==> config.mk <==
export PLATFORM = sky130hd
export DESIGN_NAME = dffe_pipe
export DESIGN_NICKNAME = d
export VERILOG_FILES = /design/src/rtl/dffe_pipe.sv
export SDC_FILE = /design/constraint.sdc
export NUM_CORES = 1
export LEC_CHECK = 0
export BUFFER_PORTS_ARGS = -buffer_cell sky130_fd_sc_hd__buf_4
export CAP_MARGIN = 5
export CORE_ASPECT_RATIO = 0.75
export CORE_MARGIN = 2
export CORE_UTILIZATION = 48
export DETAILED_ROUTE_END_ITERATION = 16
export HOLD_SLACK_MARGIN = 0.06
export PLACE_DENSITY_LB_ADDON = 0.08
export SKIP_CTS_REPAIR_TIMING = 1
export SLEW_MARGIN = 10
export SYNTH_ARGS = -nofsm -noshare
export SYNTH_HDL_FRONTEND = slang
export SYNTH_SLANG_ARGS = --single-unit
export TNS_END_PERCENT = 5
==> constraint.sdc <==
create_clock -name clk -period 1.25 [get_ports clk]
set_input_delay 0.0625 -clock clk [delete_from_list [all_inputs] [get_ports clk]]
set_output_delay 0.0625 -clock clk [all_outputs]
set_load 0.01 [all_outputs]
==> src/rtl/dffe_pipe.sv <==
// dffe_pipe: WIDTH-bit, DEPTH-stage enable-gated delay line with fill tracking.
// The line advances only on en, holds otherwise, and flush synchronously
// clears every stage back to RESET_VAL. dout_vld marks dout as a real sample.
// Optional build macro DFFE_PIPE_STALL_CNT_EN adds a 16-bit stall_cnt output
// counting edges spent FULL with neither en nor flush.
module dffe_pipe #(
    parameter int                    WIDTH     = 8,
    parameter int                    DEPTH     = 4,
    parameter logic [WIDTH-1:0]      RESET_VAL = '0
) (
    input  logic                           clk,
    input  logic                           rst_n,
    input  logic [WIDTH-1:0]               din,
    input  logic                           en,
    input  logic                           flush,
    output logic [WIDTH-1:0]               dout,
    output logic                           dout_vld,
    output logic [$clog2(DEPTH+1)-1:0]     fill_cnt
`ifdef DFFE_PIPE_STALL_CNT_EN
    ,
    output logic [15:0]                    stall_cnt
`endif
);

    localparam int               CNT_W   = $clog2(DEPTH+1);
    localparam logic [CNT_W-1:0] DEPTH_C = CNT_W'(DEPTH);

    localparam logic [1:0] EMPTY   = 2'b00;
    localparam logic [1:0] FILLING = 2'b01;
    localparam logic [1:0] FULL    = 2'b10;

    logic [WIDTH-1:0] stage_q [DEPTH];
    logic [WIDTH-1:0] stage_d [DEPTH];
    logic [CNT_W-1:0] cnt_q, cnt_d;
    logic [1:0]       state_q, state_d;
    logic             vld_q, vld_d;

    // Next-state: flush beats en; en shifts and counts up to DEPTH; otherwise hold.
    always_comb begin
        stage_d = stage_q;
        cnt_d   = cnt_q;
        state_d = state_q;
        vld_d   = vld_q;
        if (flush) begin
            for (int k = 0; k < DEPTH; k++) begin
                stage_d[k] = RESET_VAL;
            end
            cnt_d   = '0;
            state_d = EMPTY;
            vld_d   = 1'b0;
        end else begin
            case (state_q)
                EMPTY, FILLING, FULL: begin
                    if (en) begin
                        stage_d[0] = din;
                        for (int k = 1; k < DEPTH; k++) begin
                            stage_d[k] = stage_q[k-1];
                        end
                        cnt_d   = (cnt_q == DEPTH_C) ? cnt_q : cnt_q + CNT_W'(1);
                        // Valid flag is derived from the new count so it can
                        // never disagree with fill_cnt.
                        vld_d   = (cnt_d == DEPTH_C);
                        state_d = vld_d ? FULL : FILLING;
                    end
                end
                default: begin
                    // Unused encoding: recover to a consistent empty state.
                    cnt_d   = '0;
                    state_d = EMPTY;
                    vld_d   = 1'b0;
                end
            endcase
        end
    end

    // Stage, count, state and valid registers with asynchronous clear.
    always_ff @(posedge clk or negedge rst_n) begin
        if (!rst_n) begin
            for (int k = 0; k < DEPTH; k++) begin
                stage_q[k] <= RESET_VAL;
            end
            cnt_q   <= '0;
            state_q <= EMPTY;
            vld_q   <= 1'b0;
        end else begin
            stage_q <= stage_d;
            cnt_q   <= cnt_d;
            state_q <= state_d;
            vld_q   <= vld_d;
        end
    end

    assign dout     = stage_q[DEPTH-1];
    assign dout_vld = vld_q;
    assign fill_cnt = cnt_q;

`ifdef DFFE_PIPE_STALL_CNT_EN
    logic [15:0] stall_q, stall_d;

    // Stall counter: counts FULL edges with no advance and no flush, saturating.
    always_comb begin
        stall_d = stall_q;
        if (flush) begin
            stall_d = '0;
        end else if (state_q == FULL && !en && stall_q != 16'hFFFF) begin
            stall_d = stall_q + 16'd1;
        end
    end

    // Stall counter register, cleared with the rest of the line.
    always_ff @(posedge clk or negedge rst_n) begin
        if (!rst_n) begin
            stall_q <= '0;
        end else begin
            stall_q <= stall_d;
        end
    end

    assign stall_cnt = stall_q;
`else
    // No stall counter in this build.
`endif

endmodule

Word level (Yosys, flattened, before mapping)
Cells that the tools add are included.
{"block": "classes", "n_addsub": 1, "n_eq_ne": 5, "muxes": 14, "reduce_logical": 5}
{"cell": "$mux W32", "count": 3}
{"cell": "$mux W3", "count": 4}
{"cell": "$mux W2", "count": 4}
{"cell": "$eq A3 B3 Y1 const B", "count": 2}
{"cell": "$reduce_bool A2 Y1", "count": 2}
{"cell": "$add A3 B1 Y3 const B", "count": 1}
{"cell": "$mux W1", "count": 3}
{"cell": "$ne A3 B3 Y1 const B", "count": 1}
{"cell": "$reduce_or A3 Y1", "count": 1}
{"cell": "$eq A2 B1 Y1 const B", "count": 1}
{"cell": "$eq A2 B2 Y1 const B", "count": 1}
{"cell": "$logic_not A2 Y1", "count": 1}
{"cell": "$reduce_and A2 Y1", "count": 1}
{"block": "totals", "input_bits": 12, "output_inout_bits": 12, "word_cells": 32, "reg_bits": 38}

Longest topological paths before layout
Gate-level depths: netlist of the first run.
{"block": "depth", "depth_word": 7, "depth_mapped": 5, "depth_no_buf": 5}

Worst setup path before layout of the first run
Ideal clock, no wire load.
{"block": "synth_path", "kind": "register to register", "startpoint": "register cnt_q[0], in the netlist fill_cnt[0]", "endpoint": "register state_q[0]", "setup_slack_ns": -0.102, "setup_ns": 0.122, "synth_period_minus_slack_ns": 1.352, "arrival_ns": 1.230, "n_path_buf": 0, "t_required_ns": 1.128, "path_stages_with_launch": 6, "path_cell_list": "dfrtp_1 inv_1 ha_1 nor3b_1 o211ai_1 o2111a_1"}
{"block": "synth_via", "elab_chain_len": 7, "word_cells_on_any_way": 8, "classes_between": "add/sub (1); eq/ne (2); mux (5)"}
{"item": "from (decl)", "line": "34", "rtl": "logic [CNT_W-1:0] cnt_q, cnt_d;"}
{"item": "from (signal assigned)", "line": "87", "rtl": "cnt_q <= cnt_d;"}
{"item": "$add A3 B1 Y3 or $eq A3 B3 Y1 (tied branches)", "line": "59", "rtl": "cnt_d = (cnt_q == DEPTH_C) ? cnt_q : cnt_q + CNT_W'(1);"}
{"item": "$mux W3 (*)", "line": "59"}
{"item": "$eq A3 B3 Y1 (*)", "line": "62", "rtl": "vld_d = (cnt_d == DEPTH_C);"}
{"item": "$mux W2 (*)", "line": "63", "rtl": "state_d = vld_d ? FULL : FILLING;"}
{"item": "$mux W2 (*)", "line": "54", "rtl": "if (en) begin"}
{"item": "$mux W2 (*)", "line": "52", "rtl": "case (state_q)"}
{"item": "$mux W2 (*)", "line": "44", "rtl": "if (flush) begin"}
{"item": "to (signal assigned)", "line": "88", "rtl": "state_q <= state_d;"}
{"item": "to (decl)", "line": "35", "rtl": "logic [1:0] state_q, state_d;"}
Mark *: on every way between the ends. The rest lies on a longest branch, timed or not. The select of a mux whose other input is x is not followed.
A chain may end at the register's enable or synchronous reset.

Final worst setup path of the first run
{"block": "layout_path", "startpoint": "register cnt_q[1], in the netlist fill_cnt[1]", "endpoint": "register state_q[0]"}
Same word-level chain as after synthesis.

==> reports/summary.txt, run 1 <==
top cell type by total area after synthesis = dfrtp_1
first-pass GRT wire length = 4410 µm
Synth top area share = 60.2%
DR vias/cell = 5.51
Setup crit end kind = flip-flop
CP Data Required Time = 1420 ps
Clock Skews = 3.67 ps
Pwr per Cell Area = 1220 nW/µm²
Die Area = 3680 µm²
HP Class = primary input to flip-flop
Synth area leaders = dfrtp_1 60%, a22o_1 18%, buf_4 3.9%
synth warn = 0
setup TNS = 0 ps
Final #Nets = 157
Total GRT Usage = 16.0%
Startpoint Class = flip-flop
number of DRC markers in iteration 0 = 38
clk buf depth = 2
CTS tree = yes
Root Driver = clkbuf_8
Slew @ Worst Pin = 443 ps
CP startpoint = fill_cnt[1]
total power = 2.38 mW
average wire per standard cell = 15.0 µm
Finished Core Util = 64.8%
GP Congestion = 0.763
Synth cell types = 27
Slew HR = 70.5%
clk_lat worst skew = 280 ps
TritonCTS Buffers = 5
f_max = 809 MHz
register area share after synthesis = 60.2%
# port buffers = 23
RSZ-0062 raised after global routing = yes
initial antenna violation count = 0
via count = 997
drt drc = 0
crit-path cells = inv_2, ha_4, nor3b_2, o211ai_1, o2111a_1
area grow syn2layout = 26.3%
drt first pass iters = 4
Final Instance Area = 1940 µm²
commonest non-fill, non-tap cell in the layout = dfrtp_1
CP peak stage delay = 420 ps
Reg-to-Reg Start = fill_cnt[1]
Final Non-Filler Cells = 181
syn nets = 127
Core ar. = 3000 µm²
DP Area = 1730 µm²
Inserted Diodes = 0
period utilisation layout = 98.8%
Die X = 69.4 µm
Detail Placement HPWL = 1710 µm
fin crit period = 1240 ps
vias in the first global route = 905
final hold violations = 0
critical path class = flip-flop to flip-flop
arrival time worst endpoint = 1400 ps
largest net degree at the start of global routing = 38
# setup viols final = 0
Crit Path Max Fanout = 5
depth of the CTS H-tree = 2
P_leak = 0.925 nW
hold path start = en
Syn Std Cell Area = 1540 µm²
CTS sink count = 37
Cell Rows = 17
die height = 53.0 µm
status = complete, no violations
max_cap viols = 0
initial cell density of the core = 51.3%
total grt overflow = 0
Antenna Nets Post-Route = 0
Seq cells post-synth = 37
Max VDD drop = 703 µV
total wire length = 2710 µm
Syn Inst Count = 113
Slew Viols, Final = 0
Inst Count DP = 164
share of layout cells above drive strength 1 = 33.6%
commonest cells after routing, fill and taps aside = 35 x dfrtp_1, 32 x a22o_1, 26 x buf_4
Slowest-stage cell, CP = dfrtp_2
# IOs = 24
Clock Pin Slew Worst Setup and Hold Paths = 70 ps
syn_area_per_cell = 13.6 µm²
-- flip-flops by register name, indices dropped and copies added (netlist names) --
signal,flops
state_q,2
stage_q,24
fill_cnt,3
dout,8
-- per-stage QoR --
step,hold slack [ps],setup WS (ps)
after detailed placement,42.1,-36.9
after global routing,75.1,-75.6
after floorplan,-233,6.31
final,63.4,14.4
after CTS,-255,-50.9
after global placement,46.3,16.9
-- final cells by class --
cell class,instances,area [µm²]
fill,234,1050
sequential,37,928
multi-input combinational,58,509
timing repair buffer,39,365
clock buffer,7,86.3
tap,38,47.5
inverter,2,7.51
-- cells by family (layout without fill, tap and decap cells) --
| logic type | count (synthesis) | after routing | synth area share [%] |
|---|---|---|---|
| simple gates | 12 | 12 | 4.39 |
| xor+xnor | 1 | 1 | 0.569 |
| mux | 1 | 1 | 0.650 |
| buf+inv | 18 | 48 | 9.35 |
| compound gates | 42 | 42 | 23.3 |
| fa+ha+maj | 2 | 2 | 1.63 |
| flops | 37 | 37 | 60.2 |
-- layer usage --
metal | wire length (µm) | vias up | GRT usage (%)
met5 | 0 | - | 0
met4 | 13 | 0 | 6.86
met3 | 104 | 2 | 4.57
met2 | 1150 | 20 | 21.5
met1 | 1440 | 497 | 23.7
li1 | - | 478 | -
-- report_power, final --
part           leakage, nW  internal (mW)  switching, mW  total, mW
combinational        0.378          0.159          0.135      0.294
sequential           0.503           1.24         0.0358       1.27
clock               0.0443          0.437          0.372      0.809
-- synthesized netlist by cell type --
master / count
a21boi_2: 1
a21oi_1: 1
a21oi_2: 2
a22o_1: 32
a311oi_1: 1
a31oi_1: 1
and2_4: 1
buf_2: 4
buf_4: 8
buf_6: 1
buf_8: 3
dfrtp_1: 37
ha_1: 2
inv_1: 2
mux2i_1: 1
nand2_1: 1
nand2b_1: 1
nand3_1: 1
nand4_1: 1
nor2_1: 3
nor2b_1: 3
nor3b_1: 1
o2111a_1: 1
o211ai_1: 1
o21ai_0: 1
o21ai_1: 1
xnor2_1: 1
-- path summary, 6_finish.rpt --
path,slack (ps),depth (start not counted),to
setup / recovery,10,5,state_q[0]
hold / removal,60,2,state_q[1]
setup reg to reg,10,5,state_q[0]
hold reg to reg,500,1,dout[2]
max in group asynchronous,640,2,fill_cnt[1]
min in group asynchronous,280,2,state_q[0]
-- critical path, delay by kind of cell, from the launching register on --
family,cells,cell delay (ps)
flip-flops,1,420
buffers and inverters,1,60
adder cells (fa/ha/maj),1,180
AND/OR/NAND/NOR,1,210
AO/OA/AOI/OAI,2,250
Note: power is estimated with default switching activity, not from simulation.
==> run 2, diff against run 1 <==
--- a/config.mk
+++ b/config.mk
@@ -19,3 +19,3 @@
 export SYNTH_HDL_FRONTEND = slang
 export SYNTH_SLANG_ARGS = --single-unit
-export TNS_END_PERCENT = 5
+export TNS_END_PERCENT = 100
==> constraint.sdc (replaced) <==
create_clock -name clk -period 1.25 [get_ports clk]
set_input_delay 0.0625 -clock clk [delete_from_list [all_inputs] [get_ports clk]]
set_output_delay 0.0625 -clock clk [all_outputs]
set_load 0.005 [all_outputs]
==> reports/summary.txt, run 2 (synthesized netlist as in run 1, its figures left out) <==
depth of the CTS H-tree = 2
Cell Rows = 17
# IOs = 24
Die X = 69.4 µm
share of layout cells above drive strength 1 = 34.5%
Pwr per Cell Area = 1250 nW/µm²
f_max = 813 MHz
Inserted Diodes = 0
Slew @ Worst Pin = 445 ps
P_leak = 0.935 nW
clk buf depth = 2
drt drc = 0
CTS tree = yes
die height = 53.0 µm
largest net degree at the start of global routing = 38
crit-path cells = inv_2, ha_4, a21boi_4, mux2i_1, nor2_1
HP Class = primary input to flip-flop
max_cap viols = 0
number of DRC markers in iteration 0 = 45
Slew Viols, Final = 0
TritonCTS Buffers = 5
final hold violations = 0
clk_lat worst skew = 280 ps
total wire length = 2680 µm
Slew HR = 70.3%
first-pass GRT wire length = 4240 µm
Final #Nets = 158
initial cell density of the core = 51.3%
fin crit period = 1230 ps
Max VDD drop = 835 µV
Crit Path Max Fanout = 5
Slowest-stage cell, CP = dfrtp_2
initial antenna violation count = 0
commonest non-fill, non-tap cell in the layout = dfrtp_1
average wire per standard cell = 14.7 µm
Antenna Nets Post-Route = 0
largest register by flop count = stage_q
Clock Skews = 2.68 ps
drt first pass iters = 6
Fillers = 226
Total GRT Usage = 15.9%
period utilisation layout = 98.3%
commonest cells after routing, fill and taps aside = 35 x dfrtp_1, 32 x a22o_1, 27 x buf_4
Startpoint Class = flip-flop
DR vias/cell = 5.50
status = complete, no violations
CP peak stage delay = 420 ps
post-route setup slack = 20.7 ps
Clock Pin Slew Worst Setup and Hold Paths = 70 ps
CP Data Required Time = 1410 ps
# setup viols final = 0
critical path class = flip-flop to flip-flop
via count = 1006
Detail Placement HPWL = 1650 µm
dpl ws = -5.47 ps
Die Area = 3680 µm²
Root Driver = clkbuf_8
area grow syn2layout = 27.6%
# port buffers = 23
arrival time worst endpoint = 1390 ps
total power = 2.46 mW
max reg flops = 24
Core ar. = 3000 µm²
GP Congestion = 0.762
vias in the first global route = 854
Setup crit end kind = flip-flop
CTS sink count = 37
total grt overflow = 0
setup TNS = 0 ps
Finished Core Util = 65.5%
run 2: cell types whose count changed in the layout (fill, tap and decap cells not counted):
cell | before | now
buf_12 | 4 | 3
buf_4 | 26 | 27
clkbuf_1 | 1 | 0
clkbuf_8 | 6 | 7
clkinv_2 | 0 | 1
dlygate4sd3_1 | 9 | 10
nor3b_2 | 1 | 0
nor3b_4 | 0 | 1
run 2: power by group:
group	internal, mW	switching [mW]	total [mW]
clock network	0.498	0.396	0.894
logic	0.161	0.133	0.293
registers	1.24	0.0367	1.28
total	1.90	0.565	2.46
run 2: final timing paths:
kind,start,endpoint,slack (ps),cells past startpoint
max,fill_cnt[1],fill_cnt[1],20,5
min,flush,fill_cnt[0],170,3
max reg2reg,fill_cnt[1],fill_cnt[1],20,5
min reg2reg,dout[3],dout[3],500,1
max in group asynchronous,rst_n,fill_cnt[0],640,2
min in group asynchronous,rst_n,stage_q[9],270,2
run 2: layout make-up:
cell class	count	area [µm²]	share of cell area (%)
clock inverter	1	5.00	0.255
multi-input combinational	58	515	26.3
sequential	37	928	47.3
timing repair buffer	40	363	18.5
inverter	2	7.51	0.382
clock buffer	7	96.3	4.91
tap	38	47.5	2.42
run 2: worst max-delay path: cells and delay by family, from the launching register on:
kind / cells / cell delay [ps]
AOI/OAI and AO/OA: 1 / 170
DFF: 1 / 420
muxes: 1 / 220
buffers and inverters: 1 / 60
adders and majority gates: 1 / 180
and+or+nand+nor: 1 / 60
run 2: per-stage QoR:
stage	instances	area (µm²)	hold slack (ps)
2_1_floorplan	113	1550	-233
3_3_place_gp	163	1710	45.3
3_5_place_dp	163	1710	46.1
4_1_cts	171	1810	-264
5_1_grt	183	1960	172
6_report	183	1960	170
run 2: per-layer routing:
layer | global-route usage (%) | wire (µm) | part of all wire, %
met5 | 0 | 0 | 0
met4 | 8.82 | 14 | 0.52
met3 | 5.90 | 92 | 3.4
met2 | 20.4 | 1200 | 45
met1 | 22.8 | 1370 | 51
==> run 3, diff against run 2 <==
Settings changed: RECOVER_POWER set to 50, TNS_END_PERCENT 100 to unset.
==> reports/summary.txt, run 3 (synthesized netlist as in run 1, its figures left out) <==
Max VDD drop = 835 µV
share of layout cells above drive strength 1 = 34.5%
fin crit period = 1230 ps
final hold violations = 0
TritonCTS Buffers = 5
crit path to = fill_cnt[1]
critical path class = flip-flop to flip-flop
crit-path cells = inv_2, ha_4, a21boi_4, mux2i_1, nor2_1
period utilisation layout = 98.3%
total power = 2.46 mW
DR vias/cell = 5.50
FF-to-FF End = fill_cnt[1]
WP buf/inv = 1
CTS tree = yes
initial antenna violation count = 0
Clock Pin Slew Worst Setup and Hold Paths = 70 ps
post-route setup slack = 20.7 ps
average wire per standard cell = 14.6 µm
Slowest-stage cell, CP = dfrtp_2
clk buf depth = 2
Antenna Nets Post-Route = 0
Clock Skews = 2.68 ps
total wire length = 2680 µm
Core ar. = 3000 µm²
CP startpoint = fill_cnt[1]
commonest non-fill, non-tap cell in the layout = dfrtp_1
area grow syn2layout = 27.4%
via count = 1006
Slew Viols, Final = 0
total grt overflow = 0
largest register by flop count = stage_q
CP Data Required Time = 1410 ps
R2R setup slack = 20 ps
Crit Path Max Fanout = 5
dpl ws = -5.47 ps
arrival time worst endpoint = 1390 ps
CTS sink count = 37
CP delay by family, top = flip-flops
Die Area = 3680 µm²
Detail Placement HPWL = 1650 µm
first-pass GRT wire length = 4240 µm
commonest cells after routing, fill and taps aside = 35 x dfrtp_1, 32 x a22o_1, 22 x buf_4
f_max = 813 MHz
initial cell density of the core = 51.3%
status = complete, no violations
Final #Nets = 158
Slew HR = 41.8%
P_leak = 0.932 nW
Die X = 69.4 µm
# port buffers = 23
largest net degree at the start of global routing = 38
Finished Core Util = 65.4%
Total GRT Usage = 15.9%
max_cap viols = 0
HP Class = primary input to flip-flop
clk_lat worst skew = 280 ps
drt first pass iters = 6
CP peak stage delay = 420 ps
Inserted Diodes = 0
Slew @ Worst Pin = 874 ps
# setup viols final = 0
max reg flops = 24
Worst path depth = 5
depth of the CTS H-tree = 2
GP Congestion = 0.762
Final Non-Filler Cells = 183
Worst R2R Path Depth = 5
Setup crit end kind = flip-flop
Root Driver = clkbuf_8
vias in the first global route = 854
Cell Rows = 17
die height = 53.0 µm
Startpoint Class = flip-flop
Pwr per Cell Area = 1260 nW/µm²
# IOs = 24
Reg-to-Reg Start = fill_cnt[1]
number of DRC markers in iteration 0 = 46
drt drc = 0
Inst Count DP = 163
[run 3: changes by cell type in the layout (fill, tap and decap cells not counted)]
cell / before / now
clkbuf_2: 0 / 1
buf_4: 27 / 22
clkbuf_4: 0 / 4
[run 3: worst min-delay path by stage]
stage,depth (start not counted),from,slack (ps),end
floorplan,0,rst_n,-230,dout[0]
global placement,1,rst_n,50,dout[1]
detailed placement,1,rst_n,50,dout[1]
CTS,1,rst_n,-260,dout[1]
global route,3,flush,170,fill_cnt[0]
finish,3,flush,170,fill_cnt[0]
[run 3: power breakdown]
part | switching, mW | internal (mW)
Clock | 0.396 | 0.498
Sequential | 0.0367 | 1.24
Combinational | 0.133 | 0.160
Total | 0.565 | 1.90
[run 3: stage by stage]
step                      hold slack (ps)  TNS (ps)  cell area (µm²)
after global routing                  172     -18.3             1960
final                                 170         0             1960
after detailed placement             46.1     -10.8             1710
after global placement               45.3         0             1710
after CTS                            -264     -34.4             1810
after floorplan                      -233         0             1550
[run 3: layout make-up]
class	count	area [µm²]
tap	38	47.5
clock buffer	7	96.3
sequential	37	928
fill	227	1040
timing repair buffer	40	360
clock inverter	1	5.00
multi-input combinational	58	515
inverter	2	7.51
[run 3: routing by layer]
metal / wire [µm] / up-vias / part of all wire, % / global-route usage (%)
met5: 0 / - / 0 / 0
met1: 1370 / 510 / 51 / 22.8
li1: - / 476 / - / -
met3: 90 / 2 / 3.4 / 5.90
met4: 14 / 0 / 0.52 / 8.82
met2: 1200 / 18 / 45 / 20.4
[run 3: worst reg2reg max path, cell delays in order, from the launching register on]
cell	delay (ps)
dfrtp_2	420
inv_2	60
ha_4	180
a21boi_4	170
mux2i_1	220
nor2_1	60
